--- src/rtl/mult_div_pkg.sv ---
// Shared definitions for the sequential multiplier/divider:
// operation and state encodings, plus operand helper functions.
package mult_div_pkg;

  // Widest operand the helpers handle; callers sign-extend to this and truncate back.
  localparam int unsigned MD_MAXW = 64;

  typedef enum logic [2:0] {
    MD_MULU = 3'd0,
    MD_MULS = 3'd1,
    MD_DIVU = 3'd2,
    MD_DIVS = 3'd3,
    MD_MODU = 3'd4,
    MD_MODS = 3'd5
  } md_op_e;

  typedef enum logic [2:0] {
    ST_IDLE = 3'd0,
    ST_MULT = 3'd1,
    ST_DIV  = 3'd2,
    ST_FIX  = 3'd3,
    ST_DONE = 3'd4
  } md_state_e;

  // Magnitude of a sign-extended value when signed_en, otherwise the value itself.
  function automatic logic [MD_MAXW-1:0] md_abs(input logic [MD_MAXW-1:0] value,
                                                input logic               signed_en);
    return (signed_en && value[MD_MAXW-1]) ? (~value + MD_MAXW'(1)) : value;
  endfunction

  function automatic logic md_is_mul(input logic [2:0] op);
    return (op == 3'(MD_MULU)) || (op == 3'(MD_MULS));
  endfunction

  function automatic logic md_is_div(input logic [2:0] op);
    return (op == 3'(MD_DIVU)) || (op == 3'(MD_DIVS)) ||
           (op == 3'(MD_MODU)) || (op == 3'(MD_MODS));
  endfunction

  function automatic logic md_is_signed(input logic [2:0] op);
    return (op == 3'(MD_MULS)) || (op == 3'(MD_DIVS)) || (op == 3'(MD_MODS));
  endfunction

endpackage

--- src/rtl/mult_div_step.sv ---
// One restoring-division iteration (combinational).
// Ports:
//   r        partial remainder (always < bb on entry)
//   bb       divisor magnitude
//   nbit     next dividend bit shifted into the remainder
//   r_next_c updated partial remainder
//   q_bit_c  quotient bit produced by this step
module mult_div_step #(
  parameter int unsigned WID = 32
) (
  input  logic [WID-1:0] r,
  input  logic [WID-1:0] bb,
  input  logic           nbit,
  output logic [WID-1:0] r_next_c,
  output logic           q_bit_c
);

  logic [WID:0]   shifted;
  logic [WID+1:0] diff;

  // Extra top bit of the difference is the borrow; no borrow means bb fits.
  always_comb begin
    shifted  = {r, nbit};
    diff     = {1'b0, shifted} - {2'b00, bb};
    q_bit_c  = ~diff[WID+1];
    r_next_c = q_bit_c ? diff[WID-1:0] : shifted[WID-1:0];
  end

endmodule

--- src/rtl/mult_div_w.sv ---
// Sequential multiplier/divider for the execute stage: unsigned/signed
// multiply, divide and modulo, one bit per cycle with fixed latency.
// Optional build macro MULDIV_FAST_MUL_EN makes multiply a single-cycle
// inferred multiplier; divide is unaffected.
// Ports:
//   clk, rst   clock, synchronous active-high reset
//   ld         start request, sampled only while idle
//   op         0 MULU 1 MULS 2 DIVU 3 DIVS 4 MODU 5 MODS (6/7 reserved)
//   a, b       operands
//   p          product (mul ops only)
//   q, r       quotient / remainder (div/mod ops only)
//   busy       operation in progress
//   done       one-cycle pulse, results valid
//   dvz, ovf   divide-by-zero / signed overflow of last div/mod
module mult_div_w
  import mult_div_pkg::*;
#(
  parameter int unsigned WID = 32
) (
  input  logic             clk,
  input  logic             rst,
  input  logic             ld,
  input  logic [2:0]       op,
  input  logic [WID-1:0]   a,
  input  logic [WID-1:0]   b,
  output logic [2*WID-1:0] p,
  output logic [WID-1:0]   q,
  output logic [WID-1:0]   r,
  output logic             busy,
  output logic             done,
  output logic             dvz,
  output logic             ovf
);

  localparam int unsigned CNTW = $clog2(WID + 1);
  localparam int unsigned PW   = 2 * WID;
  localparam logic [WID-1:0] MIN_V = {1'b1, {(WID-1){1'b0}}};

  md_state_e state, state_n;

  logic [PW-1:0]   p_n, acc, acc_n;
  logic [WID-1:0]  q_n, r_n, aa, aa_n, bb, bb_n, wq, wq_n, wr, wr_n;
  logic [CNTW-1:0] cnt, cnt_n;
  logic            busy_n, done_n, dvz_n, ovf_n;
  logic            res_sgn, res_sgn_n, rem_sgn, rem_sgn_n;
  logic            mul_op, mul_op_n, dz, dz_n, ovf_pend, ovf_pend_n;
  logic            sgn_c;
  logic [WID-1:0]  abs_a_c, abs_b_c;
  logic [WID-1:0]  step_r;
  logic            step_q;
`ifndef MULDIV_FAST_MUL_EN
  logic [WID:0]    mul_sum_c;
`endif

  mult_div_step #(.WID(WID)) u_step (
    .r        (wr),
    .bb       (bb),
    .nbit     (wq[WID-1]),
    .r_next_c (step_r),
    .q_bit_c  (step_q)
  );

  // Operand magnitudes for the latch in IDLE.
  always_comb begin
    sgn_c   = md_is_signed(op);
    abs_a_c = WID'(md_abs(MD_MAXW'($signed(a)), sgn_c));
    abs_b_c = WID'(md_abs(MD_MAXW'($signed(b)), sgn_c));
  end

  // State and datapath registers.
  always_ff @(posedge clk) begin
    if (rst) begin
      state    <= ST_IDLE;
      p        <= '0;
      q        <= '0;
      r        <= '0;
      busy     <= 1'b0;
      done     <= 1'b0;
      dvz      <= 1'b0;
      ovf      <= 1'b0;
      cnt      <= '0;
      acc      <= '0;
      aa       <= '0;
      bb       <= '0;
      wq       <= '0;
      wr       <= '0;
      res_sgn  <= 1'b0;
      rem_sgn  <= 1'b0;
      mul_op   <= 1'b0;
      dz       <= 1'b0;
      ovf_pend <= 1'b0;
    end else begin
      state    <= state_n;
      p        <= p_n;
      q        <= q_n;
      r        <= r_n;
      busy     <= busy_n;
      done     <= done_n;
      dvz      <= dvz_n;
      ovf      <= ovf_n;
      cnt      <= cnt_n;
      acc      <= acc_n;
      aa       <= aa_n;
      bb       <= bb_n;
      wq       <= wq_n;
      wr       <= wr_n;
      res_sgn  <= res_sgn_n;
      rem_sgn  <= rem_sgn_n;
      mul_op   <= mul_op_n;
      dz       <= dz_n;
      ovf_pend <= ovf_pend_n;
    end
  end

  // Next-state logic.
  always_comb begin
    state_n = state;
    case (state)
      ST_IDLE: begin
        if (ld) begin
          if (md_is_mul(op))      state_n = ST_MULT;
          else if (md_is_div(op)) state_n = (b == '0) ? ST_FIX : ST_DIV;
          else                    state_n = ST_DONE;
        end
      end
`ifdef MULDIV_FAST_MUL_EN
      ST_MULT: state_n = ST_FIX;
`else
      ST_MULT: if (cnt == CNTW'(1)) state_n = ST_FIX;
`endif
      ST_DIV:  if (cnt == CNTW'(1)) state_n = ST_FIX;
      ST_FIX:  state_n = ST_DONE;
      ST_DONE: state_n = ST_IDLE;
      default: state_n = ST_IDLE;
    endcase
  end

  // Datapath and output next values.
  always_comb begin
    p_n        = p;
    q_n        = q;
    r_n        = r;
    dvz_n      = dvz;
    ovf_n      = ovf;
    cnt_n      = cnt;
    acc_n      = acc;
    aa_n       = aa;
    bb_n       = bb;
    wq_n       = wq;
    wr_n       = wr;
    res_sgn_n  = res_sgn;
    rem_sgn_n  = rem_sgn;
    mul_op_n   = mul_op;
    dz_n       = dz;
    ovf_pend_n = ovf_pend;
    busy_n     = (state_n == ST_MULT) || (state_n == ST_DIV) || (state_n == ST_FIX);
    done_n     = (state_n == ST_DONE);
`ifndef MULDIV_FAST_MUL_EN
    mul_sum_c  = {1'b0, acc[PW-1:WID]} + (acc[0] ? {1'b0, aa} : '0);
`endif

    case (state)
      ST_IDLE: begin
        if (ld && (md_is_mul(op) || md_is_div(op))) begin
          aa_n       = abs_a_c;
          bb_n       = abs_b_c;
          res_sgn_n  = sgn_c & (a[WID-1] ^ b[WID-1]);
          rem_sgn_n  = sgn_c & a[WID-1];
          cnt_n      = CNTW'(WID);
          dvz_n      = 1'b0;
          ovf_n      = 1'b0;
          mul_op_n   = md_is_mul(op);
          dz_n       = 1'b0;
          ovf_pend_n = 1'b0;
          if (md_is_mul(op)) begin
            // Multiplier sits in the low half and is consumed from bit 0.
            acc_n = {{WID{1'b0}}, abs_b_c};
          end else if (b == '0) begin
            // Divide by zero bypasses iteration; FIX publishes these raw.
            dvz_n = 1'b1;
            dz_n  = 1'b1;
            wq_n  = '1;
            wr_n  = a;
          end else begin
            wq_n       = abs_a_c;
            wr_n       = '0;
            ovf_pend_n = sgn_c && (a == MIN_V) && (b == '1);
          end
        end
      end
      ST_MULT: begin
`ifdef MULDIV_FAST_MUL_EN
        acc_n = PW'(aa) * PW'(bb);
`else
        acc_n = {mul_sum_c, acc[WID-1:1]};
        cnt_n = cnt - CNTW'(1);
`endif
      end
      ST_DIV: begin
        // wq holds the remaining dividend bits and collects quotient bits.
        wr_n  = step_r;
        wq_n  = {wq[WID-2:0], step_q};
        cnt_n = cnt - CNTW'(1);
      end
      ST_FIX: begin
        if (mul_op) begin
          p_n = res_sgn ? (~acc + PW'(1)) : acc;
        end else if (dz) begin
          q_n = wq;
          r_n = wr;
        end else if (ovf_pend) begin
          q_n   = MIN_V;
          r_n   = '0;
          ovf_n = 1'b1;
        end else begin
          q_n = res_sgn ? (~wq + WID'(1)) : wq;
          r_n = rem_sgn ? (~wr + WID'(1)) : wr;
        end
      end
      default: ;
    endcase
  end

endmodule

--- config.mk ---
export PLATFORM = sky130hd
export DESIGN_NAME = mult_div_w
export DESIGN_NICKNAME = d
export VERILOG_FILES = /design/src/rtl/mult_div_pkg.sv /design/src/rtl/mult_div_step.sv /design/src/rtl/mult_div_w.sv
export SDC_FILE = /design/constraint.sdc
export NUM_CORES = 1
export LEC_CHECK = 0
export CAP_MARGIN = 40
export CORE_MARGIN = 5
export CORE_UTILIZATION = 58
export CTS_CLUSTER_SIZE = 30
export DETAILED_ROUTE_END_ITERATION = 8
export GPL_ROUTABILITY_DRIVEN = 0
export GPL_TIMING_DRIVEN = 0
export PLACE_DENSITY = 0.79
export SYNTH_ARGS = -nofsm -noshare
export SYNTH_HDL_FRONTEND = slang
export SYNTH_HIERARCHICAL = 1
export SYNTH_SLANG_ARGS = --single-unit
--- constraint.sdc ---
create_clock -name clk -period 3.9 [get_ports clk]
set_input_delay 0.39 -clock clk [delete_from_list [all_inputs] [get_ports clk]]
set_output_delay 0.39 -clock clk [all_outputs]
set_load 0.02 [all_outputs]
==> impl_metrics.py <==
metrics = {
    "status": {
        "status": "completed",
    },
    "floorplanning": {
        "dieWidth_um": 197,
        "start_util_pct": 58.7,
        "rows": 68,
        "die_h_um": 197,
        "coreArea_um2": 34600,
        "pin_count": 202,
        "die_area_um2": 38900,
    },
    "power": {
        "p_clk_share_pct": 33.2,
        "p_int_mw": 7.38,
        "ir_drop_v": 0.000383,
        "p_sw_mw": 4.25,
        "leakagePower_nw": 9.15,
        "powerDensity_nw_per_um2": 479,
        "seqPwrFrac_pct": 34.6,
        "p_comb_share_pct": 32.3,
        "switching_share_pct": 36.6,
    },
    "global_routing": {
        "grt_pass1_wl_mm": 110,
        "grt_antenna_before_repair": 1,
        "grt_pass1_vias": 20300,
        "grt_max_degree": 14,
        "overflow": 0,
        "grt_use_total_pct": 35.1,
    },
    "final_layout": {
        "fin_cells": 3307,
        "area_delta_synth_final_pct": 19.4,
        "final_layout_size_suffix_gt1_share_pct": 4.84,
        "final_cell_mix": "dfxtp_1 (337), nor2_1 (332), nand2_1 (229)",
        "fillCellCount": 2744,
        "nets": 2971,
        "final_common_cell": "dfxtp_1",
    },
    "worst_setup_path": {
        "path_cells": "clkbuf_1 > clkbuf_2 > and2_1 > ha_1 > inv_1 > fa_1 > nand2b_1 > a21oi_1 > o21ai_0 > a211oi_2 > o21ai_0 > xor2_1 > o21ai_0",
        "critPathKind": "reg -> reg",
        "worstPathArrival_ns": 4.20,
        "setup.worst_path.end_class": "flop",
        "reg2reg_to": "acc[55]",
        "crit_fanout": 10,
        "max_stage_delay_ns": 0.49,
        "worstReg2RegStart": "acc[0]",
        "r2r_cells": 13,
        "crit_required_ns": 4.38,
        "r2r_setup_slack_ns": 0.18,
        "cp_slowest_cell": "clkbuf_1",
        "path_buf_inv": 3,
        "path_common_cell": "o21ai_0",
        "start_kind": "flop",
        "cpLargestDelayFamily": "compound AO/OA/AOI/OAI gates",
    },
    "clock_tree": {
        "numClockSinks": 337,
        "cts_made_buffers": 39,
        "clockRootBuffer": "clkbuf_16",
        "clk_latency_ns": 0.56,
        "cts_tree": "yes",
        "hold_buffers": 0,
        "cts-htree-levels": 2,
        "clkSlewWorstSetupHoldPaths_ns": 0.06,
        "clk_path_buf_depth": 3,
    },
    "timing": {
        "skew_ns": 0.0170,
        "period_minus_slack_ns": 3.72,
        "hold_viol": 0,
        "hold_ws_ns": 0.463,
        "rsz0062_at_grt": "false",
        "max-slew-margin-rel_pct": 34.8,
        "final.setup.tns_ns": 0,
        "fmax_mhz": 269,
        "finalCritPeriodShare_pct": 95.5,
        "tightest_slew_ns": 0.978,
        "setup_slack_ns": 0.177,
        "finalSetupViolations": 0,
        "final_max_slew_viol_count": 0,
    },
    "route": {
        "ant_nets": 0,
        "dr_total_vias": 21500,
        "post-route-drc-count": 0,
        "drt_wl_total_mm": 71.7,
        "viasPerCell": 6.49,
        "first_pass_iters": 8,
        "initialDrtViolationCount": 2773,
        "detail_route.wl_per_cell_um": 21.7,
    },
    "min_path": {
        "holdPathEnd": "p[55]",
        "hp-start": "p[55]",
        "min-delay-path-class": "reg -> reg",
        "whs_path_depth": 2,
    },
    "yosys": {
        "synth-main-ff-cell": "dfxtp_1",
        "synthCells": 2580,
        "yosys_warnings": 6,
        "seq_area_frac_synth_pct": 33.2,
        "synth_nets": 2726,
        "avgSynthCellArea_um2": 7.88,
        "async_flop_share_pct": 0,
        "yosysTopAreaCell": "dfxtp_1",
        "synth_area_leaders": "dfxtp_1 (33%), nor2_1 (6.1%), xor2_1 (5.5%)",
        "yosysUniqueCellTypes": 89,
        "synth-edff-count": 0,
        "synth_top_area_share_pct": 33.2,
        "synth_area_um2": 20300,
        "ys_ff_latch": 337,
    },
    "place": {
        "placement.io_buffers": 200,
        "post-place-ws_ns": -0.00315,
        "dp_cells": 3239,
        "hpwl_mm": 55.3,
    },
    "run": {
        "cap_violations": 0,
    },
}
## synth_stat cells (12+ instances only)
cell and instances:
a211oi_1 111, a21o_1 33, a21oi_1 168, a221oi_1 45, a22o_1 33, a22oi_1 39, a31oi_1 21, and2_1 42
buf_2 12, clkbuf_1 143, dfxtp_1 337, ha_1 74, inv_1 84, nand2_1 229, nand2b_1 19, nand3_1 33
nand4_1 21, nor2_1 332, nor3_1 82, nor4_1 14, o211ai_1 17, o21a_1 12, o21ai_0 151, o221ai_1 26
o22ai_1 13, o31ai_1 43, o41ai_1 27, or2_2 14, or3_1 16, or4_1 25, xnor2_1 98, xor2_1 127
## power by group through the flow
stage,combinational [mW],clock (mW),sequential [mW]
final,3.75,3.86,4.02
after global placement,3.52,0,4.05
after detailed placement,3.60,0,4.07
after global routing,4.05,4.00,4.04
after CTS,3.63,3.86,4.00
after floorplan,2.63,0,3.98
## registers in the layout, summed over array words and instances (netlist names), 3 cells and up
signal,flops
q,32
state,3
r,32
wr,32
acc,64
aa,32
p,64
wq,32
bb,32
cnt,6
## how the worst max path moves through the flow
stage / start / end / slack, ns / cells past startpoint
floorplan: acc[0] / acc[55] / 1.07 / 13
global placement: acc[0] / acc[55] / 0.04 / 13
detailed placement: acc[0] / acc[55] / -0.003 / 13
CTS: acc[0] / acc[55] / 0.15 / 13
global route: acc[0] / acc[55] / 0.05 / 13
finish: acc[0] / acc[55] / 0.18 / 13
## through the flow
step / utilization (%) / power, mW / cell area (um^2)
2_1_floorplan: - / 6.61 / 20300
3_3_place_gp: 66.2 / 7.58 / 22900
3_5_place_dp: 66.3 / 7.66 / 22900
4_1_cts: 70.2 / 11.5 / 24300
5_1_grt: 70.2 / 12.1 / 24300
6_report: 70.2 / 11.6 / 24300
## kinds of logic after synthesis
| group | count (synthesis) | synth area share [%] |
|---|---|---|
| AND/OR/NAND/NOR | 874 | 19.9 |
| AO/OA/AOI/OAI | 808 | 27.1 |
| flip-flops | 337 | 33.2 |
| buffers and inverters | 253 | 4.93 |
| XOR/XNOR | 225 | 9.69 |
| adder cells (fa/ha/maj) | 76 | 4.75 |
| multiplexers | 7 | 0.406 |
## cell type report
| cell class | instances | area (um^2) | share of cell area, % |
|---|---|---|---|
| antenna | 1 | 2.50 | 0.0103 |
| buffer | 166 | 677 | 2.79 |
| clock buffer | 50 | 1110 | 4.56 |
| clock inverter | 17 | 238 | 0.978 |
| inverter | 87 | 327 | 1.34 |
| multi-input combinational | 1990 | 12600 | 51.9 |
| sequential | 337 | 6750 | 27.8 |
| tap | 455 | 569 | 2.34 |
| timing repair buffer | 204 | 2030 | 8.37 |
## timing repair
action	4_1_cts	5_1_grt
gates cloned	0	0
endpoints found under the setup margin	1	4
buffers inserted	0	0
gates resized for setup	1	1
## routing by layer
| metal | routed length, um | track usage, % |
|---|---|---|
| met5 | 0 | 0 |
| met4 | 4140 | 17.5 |
| met3 | 7780 | 7.40 |
| met2 | 31900 | 56.7 |
| met1 | 27900 | 44.5 |
## tightest hold or removal path: cells and delay by family (launching register included)
kind / cells / cell delay, ns
AOI/OAI and AO/OA: 1 / 0.05
DFF: 1 / 0.31
and+or+nand+nor: 1 / 0.05
Power figures use the tool's default switching activity.
